==> src/rtl/sign_apply_serial.sv <==
// ---------------------------------------------------------------------------
// sign_apply_serial
//
// Purpose:
//   Bit-serial sign applier. It takes an N-bit unsigned magnitude and a sign
//   bit, and produces the N-bit two's-complement value one bit per clock,
//   LSB first. This is the inverse of an ABS unit: it rebuilds a signed result
//   after magnitude-only arithmetic. Negation uses the "copy bits up to and
//   including the first 1, then invert the rest" rule, so no adder is needed.
//
// Ports:
//   Clk      in   1  rising-edge clock
//   Rst      in   1  synchronous, active-high reset
//   Start    in   1  conversion request, accepted only in IDLE
//   Mag      in   N  unsigned magnitude, captured on the accepting edge
//   Sign     in   1  1 = negative result, captured with Mag
//   Busy     out  1  high from the accepting edge through the Done cycle
//   Done     out  1  one-cycle pulse; Y/Overflow valid from this cycle on
//   Y        out  N  two's-complement result, held until the next Done
//   Overflow out  1  result does not fit N-bit signed (Y is still modulo 2^N)
// ---------------------------------------------------------------------------
module sign_apply_serial #(
    parameter int N = 8
) (
    input  logic         Clk,
    input  logic         Rst,
    input  logic         Start,
    input  logic [N-1:0] Mag,
    input  logic         Sign,
    output logic         Busy,
    output logic         Done,
    output logic [N-1:0] Y,
    output logic         Overflow
);

    localparam int CW = (N > 1) ? $clog2(N) : 1;

    typedef enum logic [1:0] {
        IDLE  = 2'd0,
        SHIFT = 2'd1,
        DONE  = 2'd2
    } state_t;

    state_t         state;
    logic [N-1:0]   shift_reg;
    logic [N-1:0]   result_reg;
    logic [CW-1:0]  bit_cnt;
    logic           sign_q;
    logic           seen_one;
    logic           ovf_q;

    logic           cur_bit;
    logic           out_bit;
    logic           ovf_next;

    // Serial negation: bits pass through unchanged until the first 1 has gone
    // by, after which every remaining bit is inverted. A positive sign simply
    // copies the magnitude through.
    always_comb begin
        cur_bit = shift_reg[0];
        out_bit = cur_bit ^ (sign_q & seen_one);
    end

    // Overflow depends only on the captured operands, so it is decided once at
    // the accepting edge. The single negative value with no positive twin,
    // -2^(N-1), is representable and therefore not an overflow.
    always_comb begin
        if (Sign) begin
            ovf_next = Mag[N-1] & (|Mag[N-2:0]);
        end else begin
            ovf_next = Mag[N-1];
        end
    end

    // Control FSM and datapath. Outputs are registered one edge behind the
    // state: the DONE state publishes Y/Overflow and raises Done on its exit
    // edge, so Done appears N+1 cycles after acceptance and Busy covers that
    // cycle too. Acceptance is gated on the state, which lets a new Start land
    // on the first edge after Done while Busy is still visibly high.
    always_ff @(posedge Clk) begin
        if (Rst) begin
            state      <= IDLE;
            shift_reg  <= '0;
            result_reg <= '0;
            bit_cnt    <= '0;
            sign_q     <= 1'b0;
            seen_one   <= 1'b0;
            ovf_q      <= 1'b0;
            Busy       <= 1'b0;
            Done       <= 1'b0;
            Y          <= '0;
            Overflow   <= 1'b0;
        end else begin
            case (state)
                IDLE: begin
                    Done <= 1'b0;
                    Busy <= Start;
                    if (Start) begin
                        shift_reg  <= Mag;
                        result_reg <= '0;
                        sign_q     <= Sign;
                        seen_one   <= 1'b0;
                        bit_cnt    <= '0;
                        ovf_q      <= ovf_next;
                        state      <= SHIFT;
                    end
                end

                SHIFT: begin
                    Done       <= 1'b0;
                    Busy       <= 1'b1;
                    seen_one   <= seen_one | cur_bit;
                    shift_reg  <= shift_reg >> 1;
                    result_reg <= {out_bit, result_reg[N-1:1]};
                    bit_cnt    <= bit_cnt + 1'b1;
                    if (bit_cnt == CW'(N - 1)) begin
                        state <= DONE;
                    end
                end

                DONE: begin
                    Done     <= 1'b1;
                    Busy     <= 1'b1;
                    Y        <= result_reg;
                    Overflow <= ovf_q;
                    state    <= IDLE;
                end

                default: begin
                    Done  <= 1'b0;
                    Busy  <= 1'b0;
                    state <= IDLE;
                end
            endcase
        end
    end

endmodule
==> config.mk <==
export PLATFORM = sky130hd
export DESIGN_NAME = sign_apply_serial
export DESIGN_NICKNAME = d
export VERILOG_FILES = /design/src/rtl/sign_apply_serial.sv
export SDC_FILE = /design/constraint.sdc
export NUM_CORES = 1
export LEC_CHECK = 0
export ABC_CLOCK_PERIOD_IN_PS = 2280
export CELL_PAD_IN_SITES_DETAIL_PLACEMENT = 1
export CELL_PAD_IN_SITES_GLOBAL_PLACEMENT = 1
export CORE_UTILIZATION = 40
export CTS_CLUSTER_DIAMETER = 80
export DETAILED_ROUTE_END_ITERATION = 10
export PLACE_DENSITY_LB_ADDON = 0.05
export SLEW_MARGIN = 20
export SYNTH_ARGS = -nofsm -noshare
export SYNTH_HDL_FRONTEND = slang
export SYNTH_SLANG_ARGS = --single-unit
export TNS_END_PERCENT = 20
==> constraint.sdc <==
create_clock -name Clk -period 2.28 [get_ports Clk]
set_clock_uncertainty 0.1 [all_clocks]
set_input_delay 0.456 -clock Clk [delete_from_list [all_inputs] [get_ports Clk]]
set_output_delay 0.456 -clock Clk [all_outputs]
set_load 0.05 [all_outputs]
# After elaboration in Yosys (flattened, before gate mapping)
# Index checks and enable logic that the tools add are counted.
totals:
  register_bits: 35
  latchBits: 0
  ramBits: 0
  rom_bits: 0
  input_bits: 12
  wordCells: 42
  n_memories: 0
op_classes:
  addsub: 1
  n_mul: 0
  div_mod_pow: 0
  magnitude_cmp: 0
  n_eq_ne: 5
  n_shift: 0
  n_mux: 14
  bitwise_logic: 4
  reduce_logical: 7
ops:
  columns: ["op", "n"]
  rows:
  - ["8-bit case mux with 2 select lines", 2]
  - ["8-bit two-way mux", 2]
  - ["7-bit OR reduction", 1]
  - ["3-bit case mux with 2 select lines", 1]
  - ["2-bit AND reduction", 3]
  - ["2-bit two-way mux", 2]
  - ["2-bit != test (second input constant)", 2]
  - ["1-bit case mux with 2 select lines", 2]
  - ["2-bit case mux with 2 select lines", 1]
  - ["3-bit by 1-bit adder with 3-bit output (second input constant)", 1]
  - ["3-bit equality test (second input constant)", 1]
  - ["1-bit two-way mux", 3]
  - ["3-bit two-way mux", 1]
  - ["1-bit bitwise AND", 2]
  - ["2-bit by 1-bit equality test with 1-bit output (second input constant)", 1]
  - ["2-bit equality test (second input constant)", 1]
  - ["2-bit logical NOT", 1]
  - ["2-bit nonzero test", 1]
  - ["2-bit OR reduction", 1]
  - ["1-bit bitwise OR", 1]
  - ["1-bit bitwise XOR", 1]

# Logic depth before layout (Yosys ltp)
# Gate-level depths: netlist (run 1).
depth:
  word_depth: 3
  mapped_depth: 8

# Worst setup path before layout (run 1)
# OpenSTA, ideal clock, no wires.
synth_path:
  kind: "reg-to-reg"
  startpoint: "reg state[0]"
  endpoint: "reg shift_reg[4]"
  arrival_ns: 1.358
  required_ns: 2.057
  slack_ns: 0.699
  path_stages_with_launch: 8
  n_path_buf: 2
  period_less_slack_ns: 1.581
  cell_sequence: "dfxtp_1 > inv_1 > ha_1 > buf_6 > mux2_4 > buf_6 > nor2_1 > a211oi_2"
synth_via:
  elab_chain_len: 3
synth_lines:
  columns: ["item", "line", "text"]
  rows:
  - ["start: declaration", "44", "state_t state;"]
  - ["start signal: assignment", "82", "state <= IDLE;"]
  - ["start signal: assignment", "105", "state <= SHIFT;"]
  - ["start signal: assignment", "117", "state <= DONE;"]
  - ["2-bit by 1-bit equality test with 1-bit output / 2-bit logical NOT (equally long branches)", "94", "case (state)"]
  - ["2-bit nonzero test (no source line) / 2-bit != test (equally long branches)", null, null]
  - ["2-bit AND reduction (no source line)", null, null]
  - ["end signal: assignment", "99", "shift_reg <= Mag;"]
  - ["end signal: assignment", "113", "shift_reg <= shift_reg >> 1;"]
  - ["end: declaration", "45", "logic [N-1:0] shift_reg;"]
# Several ways; a longest one is shown, not always the timed one.
# A chain may end at the register's enable or synchronous reset.

# Final worst setup path (run 1)
layout_path:
  startpoint: "reg Y[3]"
  endpoint: "out Y[3]"
layout_lines:
  columns: ["item", "line", "text"]
  rows:
  - ["start: declaration", "32", "output logic [N-1:0] Y,"]
  - ["start signal: assignment", "124", "Y <= result_reg;"]
# No word-level cell between the ends.

==> results of run 1 <==
[placed cells by master (no fill, tap or decap), drive strengths merged]
master         netlist  final
a211oi               7      7
a21o                 1      1
a21oi                9      9
a32oi                9      9
buf                 12      7
clkbuf               0      7
clkdlybuf4s50        0     22
clkinv               0      1
dfxtp               35     35
ha                   7      7
inv                  2      2
mux2                 1      1
mux2i               17     17
nand2                7      7
nand2b               2      2
nand3                2      2
nand3b               2      2
nand4b               1      1
nor2                25     25
nor2b                2      2
nor3                 3      3
o2111ai              1      1
o31ai                1      1
or4                  1      1
or4b                 1      1
xor2                 1      1
[metrics by stage]
step           hold slack (ns)  total power (uW)
6_report                 0.363              1340
3_5_place_dp             0.360               923
5_1_grt                  0.386              1410
2_1_floorplan            0.332               860
3_3_place_gp             0.348               910
4_1_cts                  0.369              1360
[report_power, final]
group | internal [uW] | switching (uW) | total (uW)
Sequential | 643 | 20.0 | 663
Combinational | 102 | 143 | 244
Clock | 214 | 217 | 431
Total | 958 | 380 | 1340
[cells in the mapped netlist, drive strengths merged]
| cell type | n |
|---|---|
| nand4b | 1 |
| a211oi | 7 |
| o2111ai | 1 |
| inv | 2 |
| nand2 | 7 |
| dfxtp | 35 |
| xor2 | 1 |
| o31ai | 1 |
| nor2b | 2 |
| buf | 12 |
| or4b | 1 |
| nand2b | 2 |
| ha | 7 |
| a21o | 1 |
| a32oi | 9 |
| nor2 | 25 |
| nor3 | 3 |
| a21oi | 9 |
| mux2i | 17 |
| or4 | 1 |
| mux2 | 1 |
| nand3 | 2 |
| nand3b | 2 |
[cell type report]
class	instances	share of cell area, %
Timing Repair Buffer	29	14.7
Tap cell	48	3.24
Sequential cell	35	37.8
Multi-Input combinational cell	100	39.5
Inverter	2	0.405
Clock inverter	1	0.270
Clock buffer	7	4.11
[per-layer routing]
metal | up-vias | track usage (%) | routed length, um
met1 | 563 | 22.0 | 1560
li1 | 576 | - | -
met2 | 24 | 29.9 | 1590
met4 | 0 | 10.2 | 75
met3 | 8 | 5.25 | 133
met5 | - | 0 | 0
[worst max-delay path by stage]
| stage | startpoint | end | slack, ns | cells past startpoint |
|---|---|---|---|---|
| finish | Y[3] | Y[3] | 0.29 | 1 |
| global route | state[1] | bit_cnt[1] | 0.22 | 5 |
| CTS | Y[3] | Y[3] | 0.26 | 1 |
| detailed placement | Start | state[0] | 0.30 | 4 |
| global placement | Start | result_reg[7] | 0.36 | 4 |
| floorplan | state[0] | shift_reg[4] | 0.70 | 7 |
[cell families after synthesis]
kind of cell               count (synthesis)
buffers and inverters                     14
and+or+nand+nor                           46
muxes                                     18
xor gates and xnor gates                   1
DFF                                       35
adders and majority gates                  7
AOI/OAI and AO/OA                         28
==> impl_results.html, run 1 <==
<table>
<tr><th>Metric</th><th>Value</th></tr>
<tr><th colspan="2">Clock tree</th></tr>
<tr><td>Maximum clock path buffer count</td><td>2</td></tr>
<tr><td>TritonCTS clock tree</td><td>done</td></tr>
<tr><td>Clk Latency, worst-skew pair</td><td>0.29 ns</td></tr>
<tr><td>Number of clock sinks</td><td>35</td></tr>
<tr><td>Post CTS Setup Buffer Count</td><td>0</td></tr>
<tr><td>Clock slew seen by the registers of the worst setup and hold paths</td><td>0.07 ns</td></tr>
<tr><td>CTS HTree Levels</td><td>2</td></tr>
<tr><td>Number of buffers added by the clock tree synthesis step</td><td>5</td></tr>
<tr><td>Total of hold buffers inserted after clock tree synthesis</td><td>0</td></tr>
<tr><td>Number of resized instances in the post-cts repair step</td><td>0</td></tr>
<tr><td>Root Driver</td><td>sky130_fd_sc_hd__clkbuf_8</td></tr>
<tr><th colspan="2">Detailed routing</th></tr>
<tr><td>ANT nets after route</td><td>0</td></tr>
<tr><td>Average wire per cell in the routed design</td><td>15.1 um</td></tr>
<tr><td>Via count</td><td>1,171</td></tr>
<tr><td>1st-iter DRT viols</td><td>35</td></tr>
<tr><td>Detailed Routing Iterations Pass 1</td><td>4</td></tr>
<tr><td>Remaining DRCs</td><td>0</td></tr>
<tr><td>Number of vias per cell after detailed routing</td><td>5.27</td></tr>
<tr><td>Detailed Route WL</td><td>3360 um</td></tr>
<tr><th colspan="2">Placement</th></tr>
<tr><td>Post-DP HPWL</td><td>2410 um</td></tr>
<tr><td>PortBufs</td><td>22</td></tr>
<tr><td>Worst slack at placement</td><td>0.298 ns</td></tr>
<tr><td>Dpl cells</td><td>214</td></tr>
<tr><td>GPL Wtd Cong</td><td>0.692</td></tr>
<tr><td>Placed Instance Area</td><td>1770 sq um</td></tr>
<tr><th colspan="2">Yosys</th></tr>
<tr><td>Flops &amp; latches, synth</td><td>35</td></tr>
<tr><td>Yosys top cell by area</td><td>sky130_fd_sc_hd__dfxtp_1</td></tr>
<tr><td>Share of the synthesized area in compound gates (AO/OA/AOI/OAI)</td><td>15.8%</td></tr>
<tr><td>Area contributors post-synth</td><td>sky130_fd_sc_hd__dfxtp_1 (46%), sky130_fd_sc_hd__mux2i_1 (11%), sky130_fd_sc_hd__nor2_1 (6.2%)</td></tr>
<tr><td>Register area share after synthesis</td><td>46.0%</td></tr>
<tr><td>Area share of the leading cell type in the synthesized netlist</td><td>46.0%</td></tr>
<tr><td>Post-synth cell types</td><td>26</td></tr>
<tr><td>Mapped Nets</td><td>168</td></tr>
<tr><td>Simple logic cell fraction of the synthesized area</td><td>13.9%</td></tr>
<tr><td>Multiplexer share of the synthesized area</td><td>12.2%</td></tr>
<tr><td>Dominant combinational cell family by area after synthesis</td><td>compound AO/OA/AOI/OAI gates</td></tr>
<tr><td>Post-Synth Adder-Cell Area</td><td>5.75%</td></tr>
<tr><td>Xor and xnor fraction of the mapped netlist area</td><td>0.575%</td></tr>
<tr><td>Total number of yosys warnings</td><td>0</td></tr>
<tr><td>Netlist Area Pre-Place</td><td>1520 sq um</td></tr>
<tr><td>Number of instances in the synthesized netlist</td><td>149</td></tr>
<tr><td>Average cell area after synthesis</td><td>10.2 sq um</td></tr>
<tr><th colspan="2">Floorplan</th></tr>
<tr><td>Starting density of the core</td><td>41.6%</td></tr>
<tr><td>Die Width</td><td>63.7 um</td></tr>
<tr><td>Die Footprint</td><td>4060 sq um</td></tr>
<tr><td>Area of the core</td><td>3660 sq um</td></tr>
<tr><td>Overall die height</td><td>63.7 um</td></tr>
<tr><td>Row cnt</td><td>22</td></tr>
<tr><td>Top-Level Pins</td><td>23</td></tr>
<tr><th colspan="2">Finish</th></tr>
<tr><td>Footprint of the multi-input gates</td><td>733 sq um</td></tr>
<tr><td>Share of cells above drive strength 1</td><td>12.6%</td></tr>
<tr><td>Antenna diode instance count</td><td>0</td></tr>
<tr><td>Final design utilization</td><td>50.7%</td></tr>
<tr><td>Filler-free cell count of the finished design</td><td>222</td></tr>
<tr><td>Final net count</td><td>192</td></tr>
<tr><td>Design area</td><td>1860 sq um</td></tr>
<tr><td>Storage element area</td><td>701 sq um</td></tr>
<tr><td>Number of fillers in the final layout</td><td>414</td></tr>
<tr><td>Area overhead of the layout relative to synthesis</td><td>21.9%</td></tr>
<tr><th colspan="2">Timing</th></tr>
<tr><td>Final Slew Violations</td><td>0</td></tr>
<tr><td>Setup repair after global routing missed its margin</td><td>false</td></tr>
<tr><td>Ratio of final minimum period to clock period</td><td>87.1%</td></tr>
<tr><td>Transition time at the pin with the least slew margin</td><td>0.607 ns</td></tr>
<tr><td>Worst Slack Setup Final</td><td>0.294 ns</td></tr>
<tr><td>Minimum clock period</td><td>1.99 ns</td></tr>
<tr><td>Slew margin rel.</td><td>59.6%</td></tr>
<tr><td>Final hold violation count</td><td>0</td></tr>
<tr><td>Max frequency</td><td>503 MHz</td></tr>
<tr><td>Accumulated negative setup slack</td><td>0 ns</td></tr>
<tr><td>Setup violators final</td><td>0</td></tr>
<tr><th colspan="2">Global route</th></tr>
<tr><td>Largest net degree at the start of global routing</td><td>17</td></tr>
<tr><td>GR Util All Layers</td><td>18.6%</td></tr>
<tr><td>First-pass GRT wire length</td><td>5620 um</td></tr>
<tr><td>Number of antenna violations at the first check in global routing</td><td>0</td></tr>
<tr><td>Sum of overflow across all layers after global routing</td><td>0</td></tr>
<tr><td>Number of global-route vias before repair</td><td>1,216</td></tr>
<tr><th colspan="2">Setup path</th></tr>
<tr><td>Buffering stage count on the worst path with inverters included</td><td>1</td></tr>
<tr><td>Path type of the worst setup path</td><td>flop to output port</td></tr>
<tr><td>Cell breakdown of the critical path</td><td>clkdlybuf4s50_1</td></tr>
<tr><td>Worst-case reg-to-reg path depth</td><td>5</td></tr>
<tr><td>Maximum fanout count along the critical path</td><td>2</td></tr>
<tr><td>Reg-to-reg startpoint</td><td>state[0]</td></tr>
<tr><td>Endpoint of the lowest-slack register-to-register path</td><td>state[0]</td></tr>
<tr><td>Maximum cell stage delay along the critical path</td><td>0.80 ns</td></tr>
<tr><td>Endpoint class of the critical path</td><td>output port</td></tr>
<tr><td>Critical path data arrival time</td><td>1.43 ns</td></tr>
<tr><td>Setup slack of the worst register-to-register path</td><td>0.39 ns</td></tr>
<tr><td>Category of the worst setup path launch point</td><td>flop</td></tr>
<tr><td>Cell with the largest stage delay on the worst path</td><td>sky130_fd_sc_hd__clkdlybuf4s50_1</td></tr>
<tr><td>CP delay by family, top</td><td>buffers and inverters</td></tr>
<tr><td>Req. time, crit path</td><td>1.72 ns</td></tr>
<tr><th colspan="2">Job</th></tr>
<tr><td>Number of max-cap violations</td><td>0</td></tr>
<tr><th colspan="2">Power</th></tr>
<tr><td>Power density normalized to cell area</td><td>721 nW/um^2</td></tr>
<tr><td>LEAKAGE</td><td>0.000676 uW</td></tr>
<tr><td>IR Drop Worst-Case VDD</td><td>0.000331 V</td></tr>
<tr><th colspan="2">Hold path</th></tr>
<tr><td>Capture endpoint of the worst hold path</td><td>sign_q</td></tr>
<tr><td>Hold Crit Depth</td><td>2</td></tr>
<tr><td>Worst hold path class</td><td>flop to flop</td></tr>
<tr><td>Worst Min Path Start</td><td>sign_q</td></tr>
<tr><th colspan="2">Status</th></tr>
<tr><td>Outcome</td><td>finished clean</td></tr>
</table>
Power figures use the tool's default switching activity.
==> inputs of run 2 (changes only) <==
--- a/config.mk
+++ b/config.mk
@@ -5,13 +5,15 @@
 export SDC_FILE = /design/constraint.sdc
 export NUM_CORES = 1
 export LEC_CHECK = 0
+export ABC_AREA = 1
 export ABC_CLOCK_PERIOD_IN_PS = 2280
 export CELL_PAD_IN_SITES_DETAIL_PLACEMENT = 1
 export CELL_PAD_IN_SITES_GLOBAL_PLACEMENT = 1
-export CORE_UTILIZATION = 40
+export CORE_UTILIZATION = 38
 export CTS_CLUSTER_DIAMETER = 80
 export DETAILED_ROUTE_END_ITERATION = 10
 export PLACE_DENSITY_LB_ADDON = 0.05
+export SKIP_CTS_REPAIR_TIMING = 1
 export SLEW_MARGIN = 20
 export SYNTH_ARGS = -nofsm -noshare
 export SYNTH_HDL_FRONTEND = slang
==> impl_results.html, run 2 <==
<table>
<tr><th>Metric</th><th>Value</th></tr>
<tr><th colspan="2">Floorplan</th></tr>
<tr><td>Area of the core</td><td>3740 sq um (+2.3%)</td></tr>
<tr><td>Top-Level Pins</td><td>23 (unchanged)</td></tr>
<tr><td>Die Footprint</td><td>4220 sq um (+4.0%)</td></tr>
<tr><td>Overall die height</td><td>65.0 um (+2.0%)</td></tr>
<tr><td>Row cnt</td><td>22 (unchanged)</td></tr>
<tr><td>Die Width</td><td>65.0 um (+2.0%)</td></tr>
<tr><td>Starting density of the core</td><td>40.2% (-1.4 points)</td></tr>
<tr><th colspan="2">Timing</th></tr>
<tr><td>Slew margin rel.</td><td>63.8% (+4.2 points)</td></tr>
<tr><td>Final Slew Violations</td><td>0 (unchanged)</td></tr>
<tr><td>Transition time at the pin with the least slew margin</td><td>0.543 ns (-0.0641 ns)</td></tr>
<tr><td>Minimum clock period</td><td>1.98 ns (-0.00140 ns)</td></tr>
<tr><td>Final hold violation count</td><td>0 (unchanged)</td></tr>
<tr><td>Max frequency</td><td>504 MHz (about the same)</td></tr>
<tr><td>Setup violators final</td><td>0 (unchanged)</td></tr>
<tr><td>Ratio of final minimum period to clock period</td><td>87.1% (about the same)</td></tr>
<tr><td>Final hold slack</td><td>0.371 ns (+0.00813 ns)</td></tr>
<tr><td>Setup repair after global routing missed its margin</td><td>false</td></tr>
<tr><td>Accumulated negative setup slack</td><td>0 ns (unchanged)</td></tr>
<tr><th colspan="2">Yosys</th></tr>
<tr><td>Post-synth cell types</td><td>23 (-12%)</td></tr>
<tr><td>Number of instances in the synthesized netlist</td><td>203 (+36%)</td></tr>
<tr><td>Yosys top cell by area</td><td>sky130_fd_sc_hd__dfxtp_1</td></tr>
<tr><td>Area share of the leading cell type in the synthesized netlist</td><td>46.5% (+0.50 points)</td></tr>
<tr><td>Flops &amp; latches, synth</td><td>35 (unchanged)</td></tr>
<tr><td>Area contributors post-synth</td><td>sky130_fd_sc_hd__dfxtp_1 (47%), sky130_fd_sc_hd__nand2_1 (10%), sky130_fd_sc_hd__nor2_1 (10%)</td></tr>
<tr><td>Most used standard cell by instance count after synthesis</td><td>sky130_fd_sc_hd__nand2_1</td></tr>
<tr><td>Mapped Nets</td><td>222 (+32%)</td></tr>
<tr><td>Register area share after synthesis</td><td>46.5% (+0.50 points)</td></tr>
<tr><td>Ranking of synthesized cells by instance count</td><td>sky130_fd_sc_hd__nand2_1 (42), sky130_fd_sc_hd__nor2_1 (40), sky130_fd_sc_hd__dfxtp_1 (35), sky130_fd_sc_hd__o21ai_0 (28), sky130_fd_sc_hd__inv_1 (17)</td></tr>
<tr><td>Netlist Area Pre-Place</td><td>1510 sq um (-1.1%)</td></tr>
<tr><td>Fraction of synthesis flops using an asynchronous set or reset pin</td><td>0% (unchanged)</td></tr>
<tr><td>Post-synth EDFFs</td><td>0 (unchanged)</td></tr>
<tr><td>Total number of yosys warnings</td><td>0 (unchanged)</td></tr>
<tr><td>Average cell area after synthesis</td><td>7.42 sq um (-27%)</td></tr>
<tr><td>Prevailing post-synth register cell</td><td>sky130_fd_sc_hd__dfxtp_1</td></tr>
<tr><th colspan="2">Global route</th></tr>
<tr><td>Sum of overflow across all layers after global routing</td><td>0 (unchanged)</td></tr>
<tr><td>Largest net degree at the start of global routing</td><td>21 (+4)</td></tr>
<tr><td>GR Util All Layers</td><td>17.8% (-0.75 points)</td></tr>
<tr><td>Number of antenna violations at the first check in global routing</td><td>0 (unchanged)</td></tr>
<tr><td>First-pass GRT wire length</td><td>5640 um (+0.50%)</td></tr>
<tr><td>Number of global-route vias before repair</td><td>1,302 (+7.1%)</td></tr>
<tr><th colspan="2">Setup path</th></tr>
<tr><td>Cell with the largest stage delay on the worst path</td><td>sky130_fd_sc_hd__clkdlybuf4s50_1</td></tr>
<tr><td>Maximum fanout count along the critical path</td><td>2 (unchanged)</td></tr>
<tr><td>Endpoint class of the critical path</td><td>output port</td></tr>
<tr><td>Launching instance or port of the critical path</td><td>Y[7]</td></tr>
<tr><td>Path type of the worst setup path</td><td>flop to output port</td></tr>
<tr><td>Critical path data arrival time</td><td>1.43 ns (about the same)</td></tr>
<tr><td>Cell breakdown of the critical path</td><td>clkdlybuf4s50_1</td></tr>
<tr><td>Category of the worst setup path launch point</td><td>flop</td></tr>
<tr><td>Req. time, crit path</td><td>1.72 ns (about the same)</td></tr>
<tr><td>CP delay by family, top</td><td>buffers and inverters</td></tr>
<tr><td>Reg-to-reg startpoint</td><td>state[1]</td></tr>
<tr><td>Buffering stage count on the worst path with inverters included</td><td>1 (unchanged)</td></tr>
<tr><td>Maximum cell stage delay along the critical path</td><td>0.81 ns (about the same)</td></tr>
<tr><th colspan="2">Clock tree</th></tr>
<tr><td>Clk Latency, worst-skew pair</td><td>0.28 ns (about the same)</td></tr>
<tr><td>CTS HTree Levels</td><td>2 (unchanged)</td></tr>
<tr><td>TritonCTS clock tree</td><td>done</td></tr>
<tr><td>Number of buffers added by the clock tree synthesis step</td><td>5 (unchanged)</td></tr>
<tr><td>Root Driver</td><td>sky130_fd_sc_hd__clkbuf_8</td></tr>
<tr><td>Maximum clock path buffer count</td><td>2 (unchanged)</td></tr>
<tr><td>Clock slew seen by the registers of the worst setup and hold paths</td><td>0.07 ns (about the same)</td></tr>
<tr><td>Number of clock sinks</td><td>35 (unchanged)</td></tr>
<tr><th colspan="2">Power</th></tr>
<tr><td>Internal power of the cells</td><td>1300 uW (+35%)</td></tr>
<tr><td>Fraction of power spent switching nets</td><td>42.7% (+14 points)</td></tr>
<tr><td>Switching power</td><td>966 uW (+150%)</td></tr>
<tr><td>Total Power Consumption</td><td>2260 uW (+69%)</td></tr>
<tr><td>Clock network fraction of total power</td><td>18.8% (-13 points)</td></tr>
<tr><td>Combinational share of power</td><td>42.8% (+25 points)</td></tr>
<tr><td>LEAKAGE</td><td>0.000804 uW (+19%)</td></tr>
<tr><td>Power share of the sequential group</td><td>38.3% (-11 points)</td></tr>
<tr><td>IR Drop Worst-Case VDD</td><td>0.000458 V (+39%)</td></tr>
<tr><td>Power density normalized to cell area</td><td>1240 nW/um^2 (+71%)</td></tr>
<tr><th colspan="2">Finish</th></tr>
<tr><td>Antenna diode instance count</td><td>0 (unchanged)</td></tr>
<tr><td>Most common library cell in the layout ignoring fill and taps</td><td>sky130_fd_sc_hd__nand2_1</td></tr>
<tr><td>Final design utilization</td><td>48.9% (-1.8 points)</td></tr>
<tr><td>Design area</td><td>1830 sq um (-1.3%)</td></tr>
<tr><td>Final net count</td><td>245 (+28%)</td></tr>
<tr><td>Top library cells by usage in the layout, fill and taps aside</td><td>sky130_fd_sc_hd__nand2_1 (42), sky130_fd_sc_hd__nor2_1 (40), sky130_fd_sc_hd__dfxtp_1 (35), sky130_fd_sc_hd__o21ai_0 (28), sky130_fd_sc_hd__clkdlybuf4s50_1 (22)</td></tr>
<tr><td>Area overhead of the layout relative to synthesis</td><td>21.5%</td></tr>
<tr><td>Share of cells above drive strength 1</td><td>6.61% (-6.0 points)</td></tr>
<tr><th colspan="2">Job</th></tr>
<tr><td>Number of max-cap violations</td><td>0 (unchanged)</td></tr>
<tr><th colspan="2">Placement</th></tr>
<tr><td>GPL Wtd Cong</td><td>0.734 (+6.0%)</td></tr>
<tr><td>PortBufs</td><td>22 (unchanged)</td></tr>
<tr><td>Placed Instance Area</td><td>1750 sq um (-1.4%)</td></tr>
<tr><td>Post-DP HPWL</td><td>2440 um (+1.5%)</td></tr>
<tr><th colspan="2">Detailed routing</th></tr>
<tr><td>Detailed Route WL</td><td>3400 um (+1.4%)</td></tr>
<tr><td>Detailed Routing Iterations Pass 1</td><td>4 (unchanged)</td></tr>
<tr><td>Via count</td><td>1,325 (+13%)</td></tr>
<tr><td>Number of vias per cell after detailed routing</td><td>4.82 (-8.7%)</td></tr>
<tr><td>Remaining DRCs</td><td>0 (unchanged)</td></tr>
<tr><td>ANT nets after route</td><td>0 (unchanged)</td></tr>
<tr><td>1st-iter DRT viols</td><td>39 (+11%)</td></tr>
<tr><td>Average wire per cell in the routed design</td><td>12.4 um (-18%)</td></tr>
<tr><th colspan="2">Hold path</th></tr>
<tr><td>Worst Min Path Start</td><td>bit_cnt[2]</td></tr>
<tr><td>Worst hold path class</td><td>flop to flop</td></tr>
<tr><th colspan="2">Status</th></tr>
<tr><td>Outcome</td><td>finished clean</td></tr>
</table>
## run 2: path summary, 6_finish.rpt
path / endpoint / slack, ns / cells after the start
setup / recovery: Y[7] / 0.30 / 1
hold / removal: bit_cnt[2] / 0.37 / 2
setup reg to reg: result_reg[2] / 0.54 / 7
hold reg to reg: bit_cnt[2] / 0.37 / 2
## run 2: cells by family (layout without fill, tap and decap cells)
| group | after synthesis | count (layout) | share of synthesized area (%) |
|---|---|---|---|
| and+or+nand+nor | 87 | 87 | 23.0 |
| DFF | 35 | 35 | 46.5 |
| AOI/OAI and AO/OA | 45 | 45 | 15.4 |
| buffers and inverters | 29 | 53 | 9.30 |
| adders and majority gates | 7 | 7 | 5.81 |
## run 2: metrics by stage
| step | cells | setup slack (ns) |
|---|---|---|
| finish | 275 | 0.295 |
| global route | 275 | 0.254 |
| CTS | 275 | 0.279 |
| detailed placement | 267 | 0.379 |
| global placement | 267 | 0.444 |
| floorplan | 203 | 0.888 |
## run 2: cell type report
| class | count | area (sq um) |
|---|---|---|
| Clock buffer | 7 | 76.3 |
| Clock inverter | 1 | 5.00 |
| Fill cell | 487 | 1910 |
| Inverter | 20 | 80.1 |
| Multi-Input combinational cell | 139 | 666 |
| Sequential cell | 35 | 701 |
| Tap cell | 48 | 60.1 |
| Timing Repair Buffer | 25 | 243 |
## run 2: tightest hold or removal path: stages (launching register included)
cell and delay [ns]:
sky130_fd_sc_hd__dfxtp_1 0.32, sky130_fd_sc_hd__nand2_1 0.06, sky130_fd_sc_hd__a21oi_1 0.05
## run 2: power by group through the flow
stage	clock network [uW]	logic, uW	registers (uW)
floorplan	0	525	1080
global placement	0	946	869
detailed placement	0	981	880
CTS	441	986	866
global route	462	1080	885
finish	426	969	867
## run 2: per-layer routing
metal / part of all wire, % / GRT usage, % / vias to the layer above / routed length, um
met5: 0 / 0 / - / 0
met4: 1.2 / 6.67 / 0 / 41
met3: 3.3 / 4.23 / 4 / 113
met2: 48 / 32.3 / 22 / 1640
met1: 47 / 19.9 / 619 / 1610
li1: - / - / 680 / -
